===== config.mk =====
export PLATFORM = sky130hd
export DESIGN_NAME = divu_seq
export DESIGN_NICKNAME = d
export VERILOG_FILES = /design/src/rtl/divu_pkg.sv /design/src/rtl/divu_step.sv /design/src/rtl/divu_seq.sv
export SDC_FILE = /design/constraint.sdc
export NUM_CORES = 1
export LEC_CHECK = 0
export CAP_MARGIN = 20
export CORE_MARGIN = 2
export CORE_UTILIZATION = 49
export CTS_BUF_LIST = sky130_fd_sc_hd__clkbuf_4 sky130_fd_sc_hd__clkbuf_8 sky130_fd_sc_hd__clkbuf_16
export CTS_CLUSTER_DIAMETER = 60
export DETAILED_ROUTE_END_ITERATION = 10
export PLACE_DENSITY = 0.76
export SLEW_MARGIN = 15
export SYNTH_ARGS = -nofsm -noshare
export SYNTH_HDL_FRONTEND = slang
export SYNTH_SLANG_ARGS = --single-unit

===== constraint.sdc =====
create_clock -name clk -period 1.6 [get_ports clk]
set_input_delay 0.32 -clock clk [delete_from_list [all_inputs] [get_ports clk]]
set_output_delay 0.32 -clock clk [all_outputs]
set_load 0.02 [all_outputs]

===== src/rtl/divu_pkg.sv =====
// Shared types and constants for the sequential unsigned divider.
package divu_pkg;

   typedef enum logic [1:0] {
      ST_IDLE = 2'd0,
      ST_RUN  = 2'd1,
      ST_DONE = 2'd2
   } state_t;

   localparam int N_WIDTH_DEF = 4;
   localparam int D_WIDTH_DEF = 2;
   localparam int CNT_W_DEF   = $clog2(N_WIDTH_DEF + 1);

   // Iteration counter must hold 0..N_WIDTH.
   function automatic int divu_cnt_w(input int n_width);
      return $clog2(n_width + 1);
   endfunction

endpackage


===== src/rtl/divu_step.sv =====
// One restoring-division iteration: shift in a dividend bit, conditionally subtract d.
// Purely combinational; no flow control.
module divu_step #(
   parameter int D_WIDTH = 2
) (
   input  logic [D_WIDTH-1:0] rem_i,
   input  logic               bit_i,
   input  logic [D_WIDTH-1:0] d_i,
   output logic [D_WIDTH-1:0] rem_o,
   output logic               q_bit_o
);

   logic [D_WIDTH:0] shifted;
   logic [D_WIDTH:0] trial;

   always_comb begin
      shifted = {rem_i, bit_i};
      trial   = shifted - {1'b0, d_i};
      // A non-negative trial means the divisor fits; rem stays below d so trial fits D_WIDTH bits.
      q_bit_o = (shifted >= {1'b0, d_i});
      rem_o   = q_bit_o ? trial[D_WIDTH-1:0] : shifted[D_WIDTH-1:0];
   end

endmodule


===== src/rtl/divu_seq.sv =====
// Sequential unsigned divider, one quotient bit per clock; latency N_WIDTH+1 (1 for d=0 with DIVU_DIVZERO_EN).
// No backpressure: start is accepted only when busy=0, otherwise dropped.
module divu_seq
   import divu_pkg::*;
#(
   parameter int N_WIDTH = N_WIDTH_DEF,
   parameter int D_WIDTH = D_WIDTH_DEF
) (
   input  logic               clk,
   input  logic               rst,
   input  logic               start,
   input  logic [N_WIDTH-1:0] n,
   input  logic [D_WIDTH-1:0] d,
   output logic               busy,
   output logic               done,
   output logic [N_WIDTH-1:0] q,
   output logic [D_WIDTH-1:0] r
`ifdef DIVU_DIVZERO_EN
   , output logic             dz
`endif
);

   localparam int CW = divu_cnt_w(N_WIDTH);

   state_t             state_q, state_d;
   logic [CW-1:0]      cnt_q, cnt_d;
   logic [N_WIDTH-1:0] nq_q, nq_d;
   logic [D_WIDTH-1:0] d_q, d_d;
   logic [D_WIDTH-1:0] rem_q, rem_d;
   logic [N_WIDTH-1:0] q_q, q_d;
   logic [D_WIDTH-1:0] r_q, r_d;
`ifdef DIVU_DIVZERO_EN
   logic               dz_q, dz_d;
`endif

   logic               accept;
   logic               last_iter;
   logic               dz_start;
   logic [D_WIDTH-1:0] step_rem;
   logic               step_qb;

`ifdef DIVU_DIVZERO_EN
   assign dz_start = (d == '0);
`else
   assign dz_start = 1'b0;
`endif

   assign accept    = start && (state_q != ST_RUN);
   assign last_iter = (state_q == ST_RUN) && (cnt_q == CW'(N_WIDTH - 1));

   divu_step #(.D_WIDTH(D_WIDTH)) u_step (
      .rem_i   (rem_q),
      .bit_i   (nq_q[N_WIDTH-1]),
      .d_i     (d_q),
      .rem_o   (step_rem),
      .q_bit_o (step_qb)
   );

   always_ff @(posedge clk) begin
      if (rst) begin
         state_q <= ST_IDLE;
         cnt_q   <= '0;
         nq_q    <= '0;
         d_q     <= '0;
         rem_q   <= '0;
         q_q     <= '0;
         r_q     <= '0;
`ifdef DIVU_DIVZERO_EN
         dz_q    <= 1'b0;
`endif
      end else begin
         state_q <= state_d;
         cnt_q   <= cnt_d;
         nq_q    <= nq_d;
         d_q     <= d_d;
         rem_q   <= rem_d;
         q_q     <= q_d;
         r_q     <= r_d;
`ifdef DIVU_DIVZERO_EN
         dz_q    <= dz_d;
`endif
      end
   end

   always_comb begin
      state_d = state_q;
      unique case (state_q)
         ST_IDLE, ST_DONE: begin
            if (start) state_d = dz_start ? ST_DONE : ST_RUN;
            else       state_d = ST_IDLE;
         end
         ST_RUN:  if (last_iter) state_d = ST_DONE;
         default: state_d = ST_IDLE;
      endcase
   end

   // Dividend register doubles as the quotient accumulator: MSB out, quotient bit in at LSB.
   always_comb begin
      cnt_d = cnt_q;
      nq_d  = nq_q;
      d_d   = d_q;
      rem_d = rem_q;
      q_d   = q_q;
      r_d   = r_q;
`ifdef DIVU_DIVZERO_EN
      dz_d  = dz_q;
`endif
      if (accept) begin
         nq_d  = n;
         d_d   = d;
         rem_d = '0;
         cnt_d = '0;
         if (dz_start) begin
            q_d  = '1;
            r_d  = n[D_WIDTH-1:0];
`ifdef DIVU_DIVZERO_EN
            dz_d = 1'b1;
`endif
         end
      end else if (state_q == ST_RUN) begin
         nq_d  = {nq_q[N_WIDTH-2:0], step_qb};
         rem_d = step_rem;
         cnt_d = cnt_q + CW'(1);
         if (last_iter) begin
            q_d  = {nq_q[N_WIDTH-2:0], step_qb};
            r_d  = step_rem;
`ifdef DIVU_DIVZERO_EN
            dz_d = 1'b0;
`endif
         end
      end
   end

   always_comb begin
      busy = (state_q == ST_RUN);
      done = (state_q == ST_DONE);
      q    = q_q;
      r    = r_q;
`ifdef DIVU_DIVZERO_EN
      dz   = dz_q;
`endif
   end

endmodule


==> reports/qor.yml <==
wl_per_cell_um: 12.5
cts_buffer_depth: 2
cts_sinks: 19
cts_tree: "yes"
synth.yosys.seq_area_share_pct: 43.6
min_period_over_period_pct: 98.1
setup_ws_ns: 0.0297
critPathRequiredTime_ns: 1.28
io_buffers: 16
postPlaceCellArea_mm2: 0.00106
clk_latency_ns: 0.31
multi_input_area_um2: 439
cp-start-kind: "flop"
max_slew_margin_pct: 75.3
crit_arrival_ns: 1.25
cts_inserted_buffers: 3
drt-total-wl_mm: 1.80
tightestPinTransition_ns: 0.369
grt_pass1_vias: 634
cts_root_buf: "clkbuf_4"
final-seq-area_um2: 380
power_density_mw_per_mm2: 833
setup_viol: 0
place_ws_ns: 0.0671
hold_viol: 0
drive_above_1_share_pct: 14.3
synth-seq-cells: 19
synth-edff-count: 0
num_rows: 15
final_antenna_net_count: 0
finalMaxSlewViolations: 0
fillerInstances: 145
synth_top_area_share_pct: 43.6
finalPower_mw: 0.925
syn_area_per_cell_um2: 8.72
die_y_um: 46.2
overflow: 0
finClkSkew_ns: 0.00747
syn_to_final_growth_pct: 27.3
crit_chain: "clkdlybuf4s50_1"
antenna_found_initial: 0
peakVddDrop_v: 0.000592
ios: 17
antenna_cells: 0
htree_num_levels: 1
drv_cap: 0
syn-instance-count: 100
yosysMostFrequentCell: "dfxtp_1"
drtPass1Iterations: 4
min_period_ns: 1.57
synth_commonest_cells: "dfxtp_1, nand2_1, a21oi_1, nor2_1, a211oi_1"
path_buf_inv: 1
end_kind: "output pin"
synthFlopType: "dfxtp_1"
core_area_mm2: 0.00171
cts_setup_buffers: 0
crit_slowest_cell: "clkdlybuf4s50_1"
syn_nets: 113
ctsResizeCount: 2
synthArstFlopShare_pct: 0
crit_family: "buffers and inverters"
synth_area_leaders: "dfxtp_1, nand2_1, a21oi_1, ha_1, a211oi_1"
grt_max_degree: 18
fin_tns_setup_ns: 0
start_util_pct: 51.1
status: "completed"
critPathKind: "flop to output pin"
chipWidth_um: 46.2
drt_iter0_markers: 11
fmax_ghz: 0.637
rsz0062_at_grt: "yes"
critical_path.max_stage_delay_ns: 0.60
place_congestion: 0.774
grt_pass1_wl_mm: 2.74
cts.clk_slew.worst_paths_ns: 0.12
final_nets: 133
synth_cell_type_count: 25
leakage_nw: 0.517
hold_path.class: "flop to flop"
drcViolationCount: 0
via_per_inst: 5.24
die_area_mm2: 0.00213
ys_warn_count: 0
synth_area_leader_cell: "dfxtp_1"
netlist_area_um2: 872
cp_max_fo: 2
grt.total_usage_pct: 18.3
cts_hold_buf: 0
final_cell_area_mm2: 0.00111
num_vias: 754
==> through the flow <==
stage	hold slack (ns)	utilization, %	instances
after floorplan	0.436	-	100
after global placement	0.443	62.1	140
after detailed placement	0.448	62.1	140
after CTS	0.464	63.6	144
after global routing	0.474	65.0	144
final	0.460	65.0	144
==> tightest hold or removal path: stages, from the launching register on <==
cell and delay [ns]:
dfxtp_1 0.33, nand2_1 0.05, a21oi_1 0.05
==> state kept, by name (all words and copies together), names as in the netlist <==
| signal | count |
|---|---|
| state_q | 2 |
| d_q | 2 |
| cnt_q | 3 |
| nq_q | 4 |
| rem_q | 2 |
| r | 2 |
| q | 4 |
==> cell type report <==
class / count / area share, %
multi-input combinational: 70 / 39.6
sequential: 19 / 34.3
timing repair buffer: 21 / 18.7
tap: 25 / 2.82
inverter: 5 / 2.14
clock buffer: 3 / 2.03
clock inverter: 1 / 0.451
==> where the power goes <==
group / total, mW / leakage, nW / internal, mW / switching [mW]
logic: 0.163 / 0.344 / 0.0775 / 0.0856
clock network: 0.252 / 0.0177 / 0.0933 / 0.159
registers: 0.509 / 0.155 / 0.494 / 0.0158
==> logic make-up (layout without fill, tap and decap cells) <==
logic type / after synthesis / after routing / synth area share [%]
mux: 3 / 3 / 3.44
buf+inv: 11 / 30 / 7.32
compound gates: 24 / 24 / 18.8
fa+ha+maj: 4 / 4 / 5.74
simple gates: 39 / 39 / 21.1
flops: 19 / 19 / 43.6
==> cell usage in the layout (no fill, tap or decap), drive strengths merged <==
cell type / instances
dfxtp: 19
nand2: 14
nor2: 12
a21oi: 10
clkdlybuf4s50: 9
a211oi: 8
dlymetal6s2s: 5
buf: 5
inv: 4
nor2b: 4
nand3: 4
ha: 4
mux2i: 3
clkbuf: 3
nand2b: 2
o31ai: 2
dlygate4sd2: 2
clkinv: 2
or2: 1
a2111oi: 1
and2: 1
o21ai: 1
nand4b: 1
o22a: 1
a31oi: 1
==> routing by layer <==
layer / global-route usage [%] / vias up / routed length (um)
met2: 29.2 / 18 / 848
met1: 23.7 / 350 / 838
met5: 0 / - / 0
met3: 5.88 / 4 / 91
met4: 5.14 / 0 / 20
li1: - / 382 / -
==> path summary, 6_finish.rpt <==
kind | start | endpoint | slack [ns] | cells past startpoint
setup / recovery | q[2]$_SDFFE_PP0P_ | q[2] | 0.03 | 1
hold / removal | q[1]$_SDFFE_PP0P_ | q[1]$_SDFFE_PP0P_ | 0.46 | 2
setup reg to reg | d_q[1]$_SDFFE_PP0P_ | rem_q[1]$_SDFFE_PP0P_ | 0.06 | 6
hold reg to reg | q[1]$_SDFFE_PP0P_ | q[1]$_SDFFE_PP0P_ | 0.46 | 2
(Power assumes the default switching activity.)
